<file path="config.mk">
export PLATFORM = sky130hd
export DESIGN_NAME = maze_solve
export DESIGN_NICKNAME = d
export VERILOG_FILES = /design/src/rtl/maze_pkg.sv /design/src/rtl/hdng_rot.sv /design/src/rtl/maze_solve.sv
export SDC_FILE = /design/constraint.sdc
export NUM_CORES = 1
export LEC_CHECK = 0
export ABC_AREA = 0
export ABC_CLOCK_PERIOD_IN_PS = 2900
export CORE_MARGIN = 3
export CORE_UTILIZATION = 56
export CTS_BUF_LIST = sky130_fd_sc_hd__clkbuf_8
export DETAILED_ROUTE_END_ITERATION = 8
export PLACE_DENSITY = 0.83
export SETUP_SLACK_MARGIN = 0.3
export SLEW_MARGIN = 20
export SYNTH_ARGS = -nofsm -noshare
export SYNTH_HDL_FRONTEND = slang
export SYNTH_SLANG_ARGS = --single-unit
</file>
<file path="constraint.sdc">
create_clock -name clk -period 2.9 [get_ports clk]
set_clock_uncertainty 0.15 [all_clocks]
set_input_delay 0.87 -clock clk [delete_from_list [all_inputs] [get_ports clk]]
set_output_delay 0.87 -clock clk [all_outputs]
set_load 0.005 [all_outputs]
</file>
<file path="src/rtl/maze_pkg.sv">
// maze_pkg: heading codes, FSM states and rotation selects shared by the maze solver
package maze_pkg;
  localparam logic [11:0] HDG_N = 12'h000;
  localparam logic [11:0] HDG_W = 12'h3FF;
  localparam logic [11:0] HDG_S = 12'h7FF;
  localparam logic [11:0] HDG_E = 12'hC00;
  typedef enum logic [2:0] {IDLE, MV_STRT, MV_WAIT, SETTLE, HD_STRT, HD_WAIT, DONE} state_t;
  typedef enum logic [1:0] {ROT_L, ROT_R, ROT_U} rot_t;
endpackage

</file>
<file path="src/rtl/hdng_rot.sv">
// hdng_rot: rotates a compass heading code left, right or by 180 degrees
module hdng_rot
  import maze_pkg::*;
(
  input  logic [11:0] hdng,
  input  rot_t        rot,
  output logic [11:0] new_hdng
);
  always_comb begin
    new_hdng = HDG_N;
    case (hdng)
      HDG_N: new_hdng = rot == ROT_L ? HDG_W : rot == ROT_R ? HDG_E : HDG_S;
      HDG_W: new_hdng = rot == ROT_L ? HDG_S : rot == ROT_R ? HDG_N : HDG_E;
      HDG_S: new_hdng = rot == ROT_L ? HDG_E : rot == ROT_R ? HDG_W : HDG_N;
      HDG_E: new_hdng = rot == ROT_L ? HDG_N : rot == ROT_R ? HDG_S : HDG_W;
      default: new_hdng = HDG_N;
    endcase
  end
endmodule

</file>
<file path="src/rtl/maze_solve.sv">
// maze_solve: wall-follow maze sequencer issuing move/heading strobes to navigation
module maze_solve
  import maze_pkg::*;
#(
  parameter int SETTLE_CYC = 1024,
  parameter bit FAST_SIM   = 1'b1
) (
  input  logic        clk,
  input  logic        rst_n,
  input  logic        cmd_md,
  input  logic        cmd0,
  input  logic        mv_cmplt,
  input  logic        lft_opn,
  input  logic        rght_opn,
  input  logic        sol_cmplt,
  output logic        strt_mv,
  output logic        strt_hdng,
  output logic        stp_lft,
  output logic        stp_rght,
  output logic [11:0] dsrd_hdng,
  output logic        solving,
  output logic [7:0]  turn_cnt
);
  localparam int SETTLE_N = FAST_SIM ? 16 : SETTLE_CYC;
  localparam logic [15:0] LAST = 16'(SETTLE_N - 1);
  state_t state;
  logic aff;
  logic [15:0] cnt;
  rot_t rot;
  logic [11:0] new_hdng;
  logic aff_opn, oth_opn;
  // prefer the affinity wall, then the opposite opening, else turn around
  always_comb begin
    aff_opn = aff ? lft_opn : rght_opn;
    oth_opn = aff ? rght_opn : lft_opn;
    rot = aff_opn ? (aff ? ROT_L : ROT_R) : oth_opn ? (aff ? ROT_R : ROT_L) : ROT_U;
  end
  hdng_rot u_rot (.hdng(dsrd_hdng), .rot(rot), .new_hdng(new_hdng));
  always_ff @(posedge clk or negedge rst_n) begin
    if (!rst_n) begin
      state     <= IDLE;
      aff       <= 1'b0;
      cnt       <= 16'd0;
      strt_mv   <= 1'b0;
      strt_hdng <= 1'b0;
      stp_lft   <= 1'b0;
      stp_rght  <= 1'b0;
      dsrd_hdng <= HDG_N;
      solving   <= 1'b0;
      turn_cnt  <= 8'd0;
    end else begin
      strt_mv   <= 1'b0;
      strt_hdng <= 1'b0;
      if (!cmd_md) begin
        state    <= IDLE;
        stp_lft  <= 1'b0;
        stp_rght <= 1'b0;
        solving  <= 1'b0;
      end else begin
        case (state)
          IDLE: begin
            aff      <= cmd0;
            turn_cnt <= 8'd0;
            stp_lft  <= cmd0;
            stp_rght <= ~cmd0;
            strt_mv  <= 1'b1;
            solving  <= 1'b1;
            state    <= MV_STRT;
          end
          MV_STRT: state <= MV_WAIT;
          MV_WAIT: if (mv_cmplt) begin
            cnt     <= 16'd0;
            solving <= ~sol_cmplt;
            state   <= sol_cmplt ? DONE : SETTLE;
          end
          SETTLE: if (cnt == LAST) begin
            dsrd_hdng <= new_hdng;
            strt_hdng <= 1'b1;
            turn_cnt  <= turn_cnt + {7'd0, turn_cnt != 8'hFF};
            state     <= HD_STRT;
          end else cnt <= cnt + 16'd1;
          HD_STRT: state <= HD_WAIT;
          HD_WAIT: if (mv_cmplt) begin
            strt_mv <= 1'b1;
            state   <= MV_STRT;
          end
          DONE: state <= DONE;
          default: state <= IDLE;
        endcase
      end
    end
  end
endmodule

</file>
==> results of run 1 <==
kinds of logic after synthesis:
family | count (synthesis) | share of synthesized area (%)
flops | 36 | 42.3
mux | 3 | 1.47
simple gates | 98 | 26.0
compound gates | 54 | 16.0
xor+xnor | 14 | 5.75
buf+inv | 28 | 6.75
fa+ha+maj | 3 | 1.76
path summary, 6_finish.rpt:
path / startpoint / to / slack, ps / cells past startpoint
max: dsrd_hdng[9] / dsrd_hdng[9] / 460 / 1
min: cnt[0] / cnt[0] / 390 / 1
max reg2reg: cnt[0] / dsrd_hdng[11] / 690 / 6
min reg2reg: cnt[0] / cnt[0] / 390 / 1
max in group asynchronous: rst_n / dsrd_hdng[9] / 1420 / 2
min in group asynchronous: rst_n / turn_cnt[1] / 850 / 2
flip-flops by register name (all words and copies together) (netlist names):
register,cells
aff,1
cnt,16
dsrd_hdng,3
solving,1
state,3
stp_lft,1
stp_rght,1
strt_hdng,1
strt_mv,1
turn_cnt,8
cell usage in the layout, fill, tap and decap left out, types with 5 or more instances in the layout:
cell type and n:
a21oi_1 10, and3_1 5, buf_4 9, clkbuf_8 6
clkdlybuf4s50_1 32, dfrtp_1 35, inv_1 7, nand2_1 22
nand3_1 14, nand4_1 5, nor2_1 25, o21ai_0 21
xor2_1 12
per-stage QoR:
step                util (%)  area [µm²]
floorplan                  -        2130
global placement        70.2        2450
detailed placement      70.2        2450
CTS                     73.0        2550
global route            73.0        2550
finish                  73.0        2550
power by group through the flow:
| stage | registers, W | logic, W | clock network (W) |
|---|---|---|---|
| after floorplan | 0.000588 | 0.000198 | 0 |
| after global placement | 0.000621 | 0.000268 | 0 |
| after detailed placement | 0.000623 | 0.000276 | 0 |
| after CTS | 0.000613 | 0.000277 | 0.000378 |
| after global routing | 0.000623 | 0.000316 | 0.000396 |
| final | 0.000614 | 0.000276 | 0.000365 |
metal layers:
layer / up-vias / GRT usage, %
met5: - / 0
met4: 0 / 11.4
met3: 13 / 4.66
met2: 39 / 33.5
met1: 855 / 29.2
li1: 886 / -
area by class of cell:
type | count | area (µm²) | share of cell area (%)
well taps | 46 | 57.6 | 2.26
flip-flops and latches | 36 | 902 | 35.4
inverters | 6 | 22.5 | 0.883
clock buffers | 6 | 82.6 | 3.24
multi-input cells | 172 | 1090 | 42.6
clock inverters | 2 | 11.3 | 0.442
repair buffers | 41 | 388 | 15.2
what timing repair did:
action                                 CTS  global route
setup endpoints to repair               10             0
endpoints found under the hold margin    0             0
buffers inserted                         0             0
gates resized for setup                  1             0
==> metrics.md, run 1 <==
| Metric | Value |
|---|---|
| Status | `completed` |
| # DRC | `0` |
| Post-synthesis sequential area ratio | `42.3%` |
| H-tree Lvls | `2` |
| Critical Path AT | `1420 ps` |
| Ys flop type | `dfrtp_1` |
| CTS root buffer | `clkbuf_8` |
| Initial antenna violation count | `0` |
| DR WL/cell | `~15 µm` |
| GPL Wtd Cong | `roughly 0.86` |
| Dpl hpwl | `approximately 3200 µm` |
| Ranking of synthesized cells by area | `dfrtp_1 (42%), o21ai_0 (4.9%), xor2_1 (4.9%)` |
| Overall power | `~0.0013 W` |
| Hold WC Path Type | `reg2reg` |
| Layout cells sized above 1 | `between 10% and 20%` |
| All-Layer GR Usage | `around 22%` |
| Floorplan row count | `21` |
| Routed Antenna Nets | `0` |
| Count leader, synth | `dfrtp_1` |
| Async set-or-reset flop fraction in the synthesized netlist | `100%` |
| Max FO, Critical Path | `20` |
| RSZ-0062 raised after global routing | `false` |
| Flop pwr share | `~50%` |
| Vias | `around 1,800` |
| Slew HR | `around two thirds` |
| Final Net Count | `273` |
| Largest net degree at the start of global routing | `37` |
| DRT iter0 DRCs | `131` |
| Longest Clk Path Bufs | `2` |
| FMAX | `just over 400 MHz` |
| Sw frac | `slightly above 30%` |
| PortBufs | `32` |
| Syn nets | `~250` |
| Total iterations of the first detailed-routing run | `6` |
| Die ar. | `4580 µm²` |
| Period minus WS final | `2440 ps` |
| Met2 WL | `between 2000 and 2500 µm` |
| Antenna diode count | `0` |
| Cts hold-fix bufs | `0` |
| Num ports | `33` |
| Crit. End Element | `output pin` |
| DRT Wirelength | `approximately 4500 µm` |
| Worst-margin pin slew | `between 500 and 600 ps` |
| Total CTS buffers | `5` |
| Type of origin of the critical path | `flip-flop` |
| Highest metal used | `met4` |
| Clock power frac | `approximately 29%` |
| # setup viols final | `0` |
| Peak supply drop | `457 µV` |
| Mapped Area | `2130 µm²` |
| Delay-heaviest family, CP | `buffers and inverters` |
| Clk sink count | `36` |
| CP bufs+invs | `1` |
| Yosys top cell area share | `~42%` |
| Final Hold Fails | `0` |
| Post-synth top area cell | `dfrtp_1` |
| Area Growth Syn to Fin | `19.7%` |
| Commonest cells post-synth | `dfrtp_1 (36), nor2_1 (25), nand2_1 (22), o21ai_0 (21), nand3_1 (14)` |
| CTS clock-pin slew for the worst setup and hold paths | `~70 ps` |
| Die Y-Extent | `around 68 µm` |
| DP Worst Slack | `~180 ps` |
| Vias in the first global route | `between 1,500 and 2,000` |
| Final worst slack | `approximately 460 ps` |
| Leakage | `1.10 nW` |
| Vias per inst | `approximately 5.8` |
| Clk_lat worst skew | `~290 ps` |
| Fill count | `around 270` |
| Avg Synthesized Cell Area | `~9 µm²` |
| Crit-path slowest cell | `clkdlybuf4s50_1` |
| GR Overflow Total | `0` |
| Metal-1 WL | `about 2100 µm` |
| TritonCTS clock tree | `yes` |
| Int Power | `0.000870 W` |
| Placed insts | `~300` |
| Yosys reg bits | `36` |
| Core ar. | `between 3000 and 4000 µm²` |
| Final hold slack | `388 ps` |
| Cells after synthesis | `between 200 and 250` |
| Fin cells | `between 300 and 400` |
| Net switching power | `0.000385 W` |
| Logic gate share of total power | `roughly 22%` |
| Synthesis Warnings | `0` |
| WP data required | `1880 ps` |
| Critical path class | `reg2out` |
| PD cells | `about 500 nW/µm²` |
| DIE WIDTH | `roughly 68 µm` |
| Slowest stage delay, CP | `between 500 and 600 ps` |
| Met3 wire len | `around 160 µm` |
| First-pass GRT wire length | `approximately 7500 µm` |
| Yosys cell types | `between 40 and 50` |
| Setup tns final | `0 ps` |
| Maxcap violations | `0` |
| Critical path, cell by cell | `clkdlybuf4s50_1` |
| Number of synthesized flops with an enable pin | `0` |
| Max Slew Vio Count | `0` |
| Final period util | `84.2%` |
| Initial Util | `about three fifths` |
Power figures use the tool's default switching activity.
==> inputs of run 2 (changes only) <==
--- a/config.mk
+++ b/config.mk
@@ -6,7 +6,7 @@
 export NUM_CORES = 1
 export LEC_CHECK = 0
 export ABC_AREA = 0
-export ABC_CLOCK_PERIOD_IN_PS = 2900
+export ABC_CLOCK_PERIOD_IN_PS = 2500
 export CORE_MARGIN = 3
 export CORE_UTILIZATION = 56
 export CTS_BUF_LIST = sky130_fd_sc_hd__clkbuf_8
==> constraint.sdc (replaced) <==
create_clock -name clk -period 2.5 [get_ports clk]
set_clock_uncertainty 0.15 [all_clocks]
set_input_delay 0.75 -clock clk [delete_from_list [all_inputs] [get_ports clk]]
set_output_delay 0.75 -clock clk [all_outputs]
set_load 0.005 [all_outputs]
==> metrics.md, run 2 (synthesis gave the netlist of run 1 again) <==
| Metric | Value |
|---|---|
| Status | `completed` |
| Slew HR | `about 67%` |
| Initial Util | `approximately three fifths` |
| CTS root buffer | `clkbuf_8` |
| DP Worst Slack | `-69.2 ps` |
| First-pass GRT wire length | `about 7600 µm` |
| Final hold slack | `389 ps` |
| Die ar. | `4580 µm²` |
| DIE WIDTH | `about 68 µm` |
| Fin cells | `about 330` |
| Placed insts | `312` |
| Most frequent cells in the layout | `dfrtp_1 (34), clkdlybuf4s50_1 (27), nor2_1 (25), buf_4 (23), nand2_1 (22)` |
| Overall power | `0.00156 W` |
| DR WL/cell | `between 10 and 15 µm` |
| Critical path class | `reg2out` |
| Area Growth Syn to Fin | `26.5%` |
| PortBufs | `32` |
| Routed Antenna Nets | `0` |
| WP data required | `1600 ps` |
| CTS clock-pin slew for the worst setup and hold paths | `80 ps` |
| Final worst slack | `around 310 ps` |
| Total iterations of the first detailed-routing run | `4` |
| Dpl hpwl | `between 3000 and 4000 µm` |
| Period minus WS final | `approximately 2200 ps` |
| Leading cell type in the layout, fill and taps excluded | `dfrtp_1` |
| Top Registers | `cnt x16, turn_cnt x8` |
| Worst-margin pin slew | `just under 500 ps` |
| Total CTS buffers | `5` |
| Critical Path AT | `about 1300 ps` |
| Core ar. | `between 3000 and 4000 µm²` |
| H-tree Lvls | `2` |
| Maxcap violations | `0` |
| Die Y-Extent | `67.7 µm` |
| GPL Wtd Cong | `0.824` |
| Final Hold Fails | `0` |
| GR Overflow Total | `0` |
| RSZ-0062 raised after global routing | `true` |
| Final Net Count | `slightly below 300` |
| Layout cells sized above 1 | `between 10% and 20%` |
| Most flops, register | `cnt` |
| Max FO, Critical Path | `6` |
| Vias in the first global route | `approximately 1,600` |
| Floorplan row count | `21` |
| Initial antenna violation count | `0` |
| PD cells | `~580 nW/µm²` |
| Vias per inst | `5.67` |
| Largest net degree at the start of global routing | `37` |
| Max Slew Vio Count | `0` |
| Fill count | `around 240` |
| All-Layer GR Usage | `~22%` |
| DRT iter0 DRCs | `between 150 and 200` |
| Clk_lat worst skew | `between 200 and 300 ps` |
| DRT Wirelength | `around 4700 µm` |
| Leakage | `between 1 and 1.5 nW` |
| Clk sink count | `36` |
| Type of origin of the critical path | `flip-flop` |
| Num ports | `33` |
| Crit. End Element | `output pin` |
| Longest Clk Path Bufs | `2` |
| Hold WC Path Type | `reg2reg` |
| TritonCTS clock tree | `yes` |
| Vias | `~1,800` |
| Peak supply drop | `between 500 and 600 µV` |
| # DRC | `0` |
| Setup tns final | `0 ps` |
| FMAX | `around 460 MHz` |
| Antenna diode count | `0` |
| # setup viols final | `0` |
| Final period util | `around 88%` |
| Largest register FFs | `16` |
-- run 2: worst max-delay path: stages, from the launching register on --
cell and delay [ps]:
dfrtp_2 410, buf_4 150, clkdlybuf4s50_1 440
-- run 2: per-stage QoR --
step	instance area (µm²)	utilization [%]
after floorplan	2130	-
after global placement	2540	72.6
after detailed placement	2540	72.6
after CTS	2650	75.9
after global routing	2700	77.2
final	2700	77.2
-- run 2: timing repair --
item / in CTS / in global routing
endpoints found under the setup margin: 22 / 16
hold buffers: 0 / 0
setup buffers: 1 / 4
gates resized for setup: 5 / 6
pin swaps: 0 / 2
-- run 2: where the power goes --
part           switching [W]  internal [W]  leakage (nW)  total [W]
sequential         0.0000840      0.000637         0.489   0.000721
clock               0.000208      0.000292        0.0593   0.000500
combinational       0.000172      0.000169         0.715   0.000341
-- run 2: routing by layer --
layer	GRT usage, %	share of wire (%)	vias to the layer above
met3	3.99	5.8	7
met2	34.4	46	56
li1	-	-	919
met5	0	0	-
met4	8.61	1.7	0
met1	30.5	46	862
-- run 2: worst paths after layout --
path                       cells past startpoint  slack (ps)      endpoint         start
min in group asynchronous                      2         720        cnt[5]         rst_n
hold reg to reg                                1         390        cnt[2]        cnt[2]
setup / recovery                               2         310  dsrd_hdng[6]  dsrd_hdng[9]
max in group asynchronous                      2        1150  dsrd_hdng[9]         rst_n
setup reg to reg                               5         470  dsrd_hdng[9]        cnt[4]
hold / removal                                 1         390        cnt[2]        cnt[2]
-- run 2: area by class of cell --
cell class	instances	area [µm²]	share of cell area, %
Sequential cell	36	903	33.5
Multi-Input combinational cell	172	1090	40.6
Clock buffer	5	68.8	2.55
Clock inverter	3	38.8	1.44
Timing Repair Buffer	57	512	19.0
Inverter	6	22.5	0.835
Tap cell	46	57.6	2.13
